File: src/rtl/seq_mul_booth.sv
// Sequential radix-2 Booth signed multiplier with fixed-point scaling and overflow flag.
// Define SEQ_MUL_SAT_EN to clamp out_o on overflow; otherwise the result wraps.
module seq_mul_booth #(
  parameter int A_W        = 8,
  parameter int B_W        = 8,
  parameter int OUT_W      = 8,
  parameter int FRAC_SHIFT = 0,
  parameter int CLK_DIV    = 1
) (
  input  logic             clk_i,
  input  logic             rst_i,
  input  logic             start_i,
  input  logic [A_W-1:0]   a_i,
  input  logic [B_W-1:0]   b_i,
  output logic             busy_o,
  output logic             done_o,
  output logic [OUT_W-1:0] out_o,
  output logic             ovf_o
);

  localparam int PW    = A_W + B_W;
  localparam int DIV_W = (CLK_DIV > 1) ? $clog2(CLK_DIV) : 1;
  localparam int CNT_W = $clog2(B_W);

  typedef enum logic [1:0] {IDLE, RUN, DONE} state_t;

  state_t           state, state_next;
  logic [A_W-1:0]   a_q;
  logic [A_W:0]     acc;
  logic [B_W-1:0]   q;
  logic             q_m1;
  logic [CNT_W-1:0] step_cnt;
  logic [DIV_W-1:0] div_cnt;

  logic             step_en, last_step;
  logic [A_W:0]     a_ext, sum;
  logic [PW-1:0]    prod, scaled;
  logic [OUT_W-1:0] res;
  logic             res_ovf;

  assign step_en   = (state == RUN) && (div_cnt == DIV_W'(CLK_DIV - 1));
  assign last_step = step_en && (step_cnt == CNT_W'(B_W - 1));

  always_ff @(posedge clk_i) begin
    if (rst_i) state <= IDLE;
    else       state <= state_next;
  end

  always_comb begin
    state_next = state;
    case (state)
      IDLE: if (start_i) state_next = RUN;
      RUN: begin
        if (start_i)        state_next = RUN;
        else if (last_step) state_next = DONE;
      end
      DONE: state_next = start_i ? RUN : IDLE;
      default: state_next = IDLE;
    endcase
  end

  always_comb begin
    busy_o = (state == RUN);
    done_o = (state == DONE);
  end

  // One Booth step plus the following arithmetic shift; the shifted {acc, q}
  // after the final step is exactly {sum, q[B_W-1:1]} in its low PW bits.
  always_comb begin
    a_ext = {a_q[A_W-1], a_q};
    case ({q[0], q_m1})
      2'b10:   sum = acc - a_ext;
      2'b01:   sum = acc + a_ext;
      default: sum = acc;
    endcase
    prod   = {sum, q[B_W-1:1]};
    scaled = $signed(prod) >>> FRAC_SHIFT;
  end

  always_comb begin
    res_ovf = 1'b0;
    for (int unsigned i = OUT_W; i < PW; i++) begin
      if (scaled[i] != scaled[OUT_W-1]) res_ovf = 1'b1;
    end
    res = scaled[OUT_W-1:0];
`ifdef SEQ_MUL_SAT_EN
    if (res_ovf) res = scaled[PW-1] ? {1'b1, {(OUT_W-1){1'b0}}} : {1'b0, {(OUT_W-1){1'b1}}};
`endif
  end

  always_ff @(posedge clk_i) begin
    if (rst_i) begin
      a_q      <= '0;
      acc      <= '0;
      q        <= '0;
      q_m1     <= 1'b0;
      step_cnt <= '0;
      div_cnt  <= '0;
      out_o    <= '0;
      ovf_o    <= 1'b0;
    end else if (start_i) begin
      a_q      <= a_i;
      q        <= b_i;
      acc      <= '0;
      q_m1     <= 1'b0;
      step_cnt <= '0;
      div_cnt  <= '0;
    end else if (state == RUN) begin
      if (step_en) begin
        div_cnt  <= '0;
        acc      <= {sum[A_W], sum[A_W:1]};
        q        <= {sum[0], q[B_W-1:1]};
        q_m1     <= q[0];
        step_cnt <= step_cnt + 1'b1;
        if (last_step) begin
          out_o <= res;
          ovf_o <= res_ovf;
        end
      end else begin
        div_cnt <= div_cnt + 1'b1;
      end
    end
  end

endmodule

File: config.mk
export PLATFORM = sky130hd
export DESIGN_NAME = seq_mul_booth
export DESIGN_NICKNAME = d
export VERILOG_FILES = /design/src/rtl/seq_mul_booth.sv
export SDC_FILE = /design/constraint.sdc
export NUM_CORES = 1
export LEC_CHECK = 0
export BUFFER_PORTS_ARGS = -buffer_cell sky130_fd_sc_hd__buf_2
export CORE_ASPECT_RATIO = 1.75
export CORE_MARGIN = 4
export CORE_UTILIZATION = 40
export CTS_BUF_LIST = sky130_fd_sc_hd__clkbuf_8
export DETAILED_ROUTE_END_ITERATION = 10
export GPL_ROUTABILITY_DRIVEN = 0
export PLACE_DENSITY = 0.66
export SLEW_MARGIN = 20
export SYNTH_ARGS = -nofsm -noshare
export SYNTH_HDL_FRONTEND = slang
export SYNTH_SLANG_ARGS = --single-unit
File: constraint.sdc
create_clock -name clk_i -period 6.8 [get_ports clk_i]
set_input_delay 1.36 -clock clk_i [delete_from_list [all_inputs] [get_ports clk_i]]
set_output_delay 1.36 -clock clk_i [all_outputs]
set_load 0.01 [all_outputs]
==> results of run 1 <==
synth_stat cells (2+ instances only):
cell,count
nor2b_1,2
buf_1,3
nor3b_1,2
xor2_1,7
a21o_1,4
a2111o_1,2
a21oi_1,33
and4_1,2
nand4b_1,2
dfxtp_1,40
mux2i_1,10
ha_1,13
a211oi_1,11
a211o_1,2
nand2_1,39
nor3_1,8
and3_1,2
o22ai_1,2
inv_1,9
a31oi_1,2
o211ai_1,6
nand2b_1,6
clkbuf_1,9
xnor2_1,5
nor2_1,38
nand3_1,2
buf_2,3
o21ai_0,4
where the power goes:
group	internal, mW	switching, mW
registers	0.242	0.00773
logic	0.0459	0.0670
clock network	0.111	0.0860
through the flow:
step | cell area (um2) | setup slack (ps) | hold WS (ps) | util
floorplan | 2285 | 3819 | 440.0 | -
global placement | 2480 | 3726 | 438.3 | 0.4476
detailed placement | 2480 | 3686 | 443.2 | 0.4476
CTS | 2596 | 3626 | 454.0 | 0.4686
global route | 2596 | 3337 | 478.8 | 0.4686
finish | 2596 | 3611 | 451.5 | 0.4686
kinds of logic (layout without fill, tap and decap cells):
logic type | count (synthesis) | after routing | synth area share
AND/OR/NAND/NOR | 112 | 112 | 0.2284
AO/OA/AOI/OAI | 73 | 73 | 0.2054
flip-flops | 40 | 40 | 0.3505
buffers and inverters | 24 | 48 | 0.04107
adder cells (fa/ha/maj) | 14 | 14 | 0.07996
XOR/XNOR | 12 | 12 | 0.04600
multiplexers | 11 | 11 | 0.04874
flip-flops by register name, summed over array words and instances (netlist names), 2 cells and up:
name / cells
step_cnt: 3
q: 8
state: 2
acc: 8
out_o: 8
a_q: 8
metal layers:
metal / share of wire / GRT usage
met1: 0.41 / 0.1708
met2: 0.54 / 0.3033
met3: 0.028 / 0.02495
met4: 0.022 / 0.06231
met5: 0 / 0
critical path, stage by stage, from the launching register on:
cell	delay [ps]
dfxtp_1	330
inv_1	50
ha_1	320
mux2_2	400
fa_1	450
a21o_1	190
a2111oi_0	580
o32ai_1	190
a2111o_1	300
o22ai_1	140
a311oi_1	100
worst min path at each step:
stage                          end
after detailed placement  out_o[0]
after global placement    out_o[1]
after global routing      out_o[1]
final                     out_o[0]
after floorplan               q_m1
after CTS                 out_o[0]
final cells by class:
type | instances | area, um2 | area share
Clock inverter | 3 | 47.55 | 0.01831
Inverter | 9 | 33.78 | 0.01301
Sequential cell | 40 | 800.8 | 0.3084
Timing Repair Buffer | 31 | 160.2 | 0.06169
Clock buffer | 5 | 68.82 | 0.02651
Multi-Input combinational cell | 222 | 1390 | 0.5354
Tap cell | 76 | 95.09 | 0.03663
==> results.tsv, run 1 <==
metric	value	unit
synthTopCellsByArea	dfxtp_1 (35%), a21oi_1 (7.2%), ha_1 (7.1%)	
num-fill-cells	571	
r2r_setup_slack	3610	ps
layout_commonest_cell	dfxtp_1	
p_leak	1.086	nW
grt_pass1_vias	1919	
cts_setup_buffers	0	
stdcell_count	386	
avgRoutedWirePerCell	13.26	um
dr.first_iter.drc_count	136	
yosys.area.top_type	dfxtp_1	
cts_tree	built	
ys_seq_area_frac	0.3505	
port_buffers	29	
critPathRequiredTime	6950	ps
path_clk_slew	80	ps
end_kind	flip-flop	
grt_setup_unrepaired	false	
outcome	completed	
tightest_slew	777.2	ps
syn_inst	286	
reg2reg_from	q[0]	
cts.sinks	40	
std_cell_rows	36	
min_from	out_o[0]	
clock-root-buffer	clkbuf_8	
fin_crit	3189	ps
hp-class	reg2reg	
synth_area	0.002285	mm2
crit_path_end	ovf_o	
yosysTopAreaCellShare	0.3505	
synth-seq-cells	40	
antenna_found_initial	0	
finalSetupTns	0	ps
diodes	0	
final_cell_mix	dfxtp_1 (40), nand2_1 (39), nor2_1 (38), a21oi_1 (33), buf_2 (29)	
drv_slew	0	
vias_per_cell	5.262	
synth.distinct_cells	46	
dp_cells	378	
rr_worst_depth	10	
max_freq	313.6	MHz
die_area	0.007033	mm2
finalPower	0.5593	mW
drtPass1Iterations	4	
synth_flop_cell	dfxtp_1	
grt_max_degree	29	
drive_above_1_share	0.1484	
cts-resized-gates	0	
cp-start-kind	flip-flop	
ios	30	
synth_edf_count	0	
area_growth	13.64	%
die_h	108.0	um
slew_headroom	0.4799	
die_x	65.13	um
grt_pass1_wl	8.749	mm
finalCritPeriodShare	0.4690	
ctsHtreeMaxLevel	2	
hpwl	3.856	mm
hold_violations	0	
cts_buffers	5	
async_flop_share	0	
vdd_drop_max	0.09608	mV
whs_path_depth	2	
worstPathArrival	3340	ps
finalClockSkew	10.45	ps
grt-ovfl-total	0	
coreArea	0.005540	mm2
start_util	0.4124	
yosysWarnings	0	
startpoint	q[0]	
maxCapViolCount	0	
grt_usage	0.1591	
postRouteAntennaNets	0	
r2r_end	ovf_o	
cts_buffer_depth	2	
finalSetupViolCount	0	
syn_nets	319	
postCtsHoldBufs	0	
final_nets	342	
clock_latency	290	ps
wl	5.120	mm
vias	2031	
crit_fanout	8	
crit_type	reg2reg	
drc	0	
syn_avg_cell_area	7.988	um2
power_density	215.4	mW/mm2
No activity file was read; power rests on OpenSTA's default activity.
==> run 2, diff against run 1 <==
--- a/config.mk
+++ b/config.mk
@@ -12,7 +12,7 @@
 export CTS_BUF_LIST = sky130_fd_sc_hd__clkbuf_8
 export DETAILED_ROUTE_END_ITERATION = 10
 export GPL_ROUTABILITY_DRIVEN = 0
-export PLACE_DENSITY = 0.66
+export PLACE_DENSITY = 0.68
 export SLEW_MARGIN = 20
 export SYNTH_ARGS = -nofsm -noshare
 export SYNTH_HDL_FRONTEND = slang
==> constraint.sdc (replaced) <==
create_clock -name clk_i -period 2.7 [get_ports clk_i]
set_input_delay 0.54 -clock clk_i [delete_from_list [all_inputs] [get_ports clk_i]]
set_output_delay 0.54 -clock clk_i [all_outputs]
set_load 0.01 [all_outputs]
==> run 2 against run 1 <==
Compared with the run above:
- the flow now finishes with violations (setup timing)
- sequential power rose to 2.5 times the previous value
- flip-flop and latch count unchanged
- setup slack got worse by 3800 ps
- first-iteration DRC count increased by 0.74%
==> results.tsv, run 2 (same netlist as run 1, synthesis figures left out) <==
metric	value	unit	change
p_leak	1.308	nW	was 1.086 nW
cts_tree	built		unchanged
drive_above_1_share	0.3457		was 0.1484
postRouteAntennaNets	0		unchanged
tightest_slew	779.7	ps	was 777.2 ps
final_cell_mix	nand2_1 (39), nor2_1 (36), dfxtp_1 (36), buf_4 (34), a21oi_1 (31)		was dfxtp_1 (40), nand2_1 (39), nor2_1 (38), a21oi_1 (33), buf_2 (29)
coreArea	0.005540	mm2	unchanged
utilization	0.5714		was 0.4686
min_to	out_o[0]		unchanged
grt_pass1_wl	10.31	mm	was 8.749 mm
grt_max_degree	29		unchanged
violations	setup timing		
avgRoutedWirePerCell	14.64	um	was 13.26 um
maxCapViolCount	0		unchanged
hpwl	4.252	mm	was 3.856 mm
critPathRequiredTime	2850	ps	was 6950 ps
end_kind	flip-flop		unchanged
drc	0		unchanged
p_comb_frac	0.290		was 0.202
min_from	out_o[0]		unchanged
antenna_found_initial	0		unchanged
cts_buffer_depth	2		unchanged
port_buffers	29		unchanged
outcome	finished, violations left		was completed
p_switching	0.4842	mW	was 0.1607 mW
diodes	0		unchanged
drtPass1Iterations	4		unchanged
p_int	1.118	mW	was 0.3986 mW
area_growth	38.55	%	was 13.64%
start_util	0.4124		unchanged
r2r_end	ovf_o		unchanged
wl	6.236	mm	was 5.120 mm
path_clk_slew	80	ps	about the same
vias	2261		was 2031
grt_setup_unrepaired	true		was false
fin_ws	-207.5	ps	was 3611 ps
crit_type	reg2reg		unchanged
rr_worst_depth	12		was 10
final_nets	382		was 342
ctsHtreeMaxLevel	2		unchanged
hold_violations	0		unchanged
hp-class	reg2reg		unchanged
layout_commonest_cell	nand2_1		was dfxtp_1
p_clk_frac	0.317		was 0.351
post-place-ws	-145.8	ps	was 3686 ps
postCtsHoldBufs	0		unchanged
max_stage_delay	400	ps	was 580 ps
grt_usage	0.1853		was 0.1591
power_density	506.3	mW/mm2	was 215.4 mW/mm2
max_freq	343.9	MHz	was 313.6 MHz
worst_path_most_repeated_cell	buf_4		
finalPower	1.603	mW	was 0.5593 mW
finalClockSkew	6.763	ps	was 10.45 ps
r2r_setup_slack	-210	ps	was 3610 ps
finalCritPeriodShare	1.077		was 0.4690
startpoint	a_q[0]		was q[0]
slew_headroom	0.4791		was 0.4799
seqPwrFrac	0.393		was 0.447
drv_slew	0		unchanged
multi_input_area	0.001625	mm2	was 0.001390 mm2
vdd_drop_max	0.2842	mV	was 0.09608 mV
die_area	0.007033	mm2	unchanged
cts.sinks	40		unchanged
clock_latency	300	ps	was 290 ps
ios	30		unchanged
grt-ovfl-total	0		unchanged
switching_share	0.3021		was 0.2874
cp-start-kind	flip-flop		unchanged
cpMaxStageDelayCell	o41a_1		was a2111oi_0
num-fill-cells	480		was 571
die_h	108.0	um	unchanged
whs_path_depth	2		unchanged
finalSetupTns	-293.1	ps	was 0 ps
fin_crit	2907	ps	was 3189 ps
clock-root-buffer	clkbuf_8		unchanged
vias_per_cell	5.308		was 5.262
worstPathArrival	3050	ps	was 3340 ps
cp_cell_sequence	buf_4 > nor3_1 > nor2_1 > xor2_2 > ha_4 > o21ai_1 > buf_4 > a211oi_1 > o41a_1 > a2111o_1 > o22ai_2 > a311oi_2		was inv_1 > ha_1 > mux2_2 > fa_1 > a21o_1 > a2111oi_0 > o32ai_1 > a2111o_1 > o22ai_1 > a311oi_1
reg2reg_from	a_q[0]		was q[0]
cts_buffers	5		unchanged
die_x	65.13	um	unchanged
crit_fanout	6		was 8
finalSetupViolCount	2		was 0
dr.first_iter.drc_count	137		was 136
std_cell_rows	36		unchanged
grt_pass1_vias	2339		was 1919
regArea	805.8	um2	was 800.8 um2
[run 2: changes by cell type in the layout (fill, tap and decap cells not counted), sizes merged]
cell,delta
clkinvlp,+1
clkinv,-2
inv,+1
buf,+40
[run 2: how the worst max path moves through the flow]
stage	endpoint	slack [ps]
finish	ovf_o	-210
detailed placement	ovf_o	-150
global placement	ovf_o	-110
CTS	ovf_o	-100
floorplan	ovf_o	0.5
global route	ovf_o	-320
[run 2: area by class of cell]
class                      instances  area share
clock buffer                       5     0.02174
clock inverter                     3     0.01462
inverter                           9     0.01067
multi-input combinational        222      0.5134
sequential                        40      0.2545
tap                               76     0.03004
timing repair buffer              71      0.1549
[run 2: metrics by stage]
| step | hold WS (ps) | cell area [um2] | std cells |
|---|---|---|---|
| 3_5_place_dp | 443.2 | 2704 | 406 |
| 3_3_place_gp | 438.2 | 2704 | 406 |
| 5_1_grt | 463.3 | 3166 | 426 |
| 4_1_cts | 455.4 | 3050 | 424 |
| 2_1_floorplan | 440.0 | 2308 | 286 |
| 6_report | 452.1 | 3166 | 426 |
[run 2: routing by layer]
| metal | GRT usage | vias to the layer above | share of wire |
|---|---|---|---|
| li1 | - | 1130 | - |
| met1 | 0.1916 | 1066 | 0.39 |
| met2 | 0.3465 | 47 | 0.54 |
| met3 | 0.02079 | 18 | 0.029 |
| met4 | 0.1142 | 0 | 0.037 |
| met5 | 0 | - | 0 |
[run 2: timing repair]
item	4_1_cts	5_1_grt
resized for setup	32	18
setup buffers	10	2
endpoints found under the setup margin	3	4
pin swaps	18	16
[run 2: critical path, delay by kind of cell, from the launching register on]
family	cells	cell delay, ps
flip-flops	1	330
adder cells (fa/ha/maj)	1	270
AND/OR/NAND/NOR	2	430
XOR/XNOR	1	260
AO/OA/AOI/OAI	6	1180
buffers and inverters	2	280
[run 2: power groups by stage]
stage | sequential [mW] | combinational [mW] | clock (mW)
6_report | 0.630 | 0.465 | 0.508
5_1_grt | 0.633 | 0.504 | 0.538
4_1_cts | 0.629 | 0.413 | 0.519
3_5_place_dp | 0.641 | 0.344 | 0
3_3_place_gp | 0.641 | 0.342 | 0
2_1_floorplan | 0.638 | 0.224 | 0
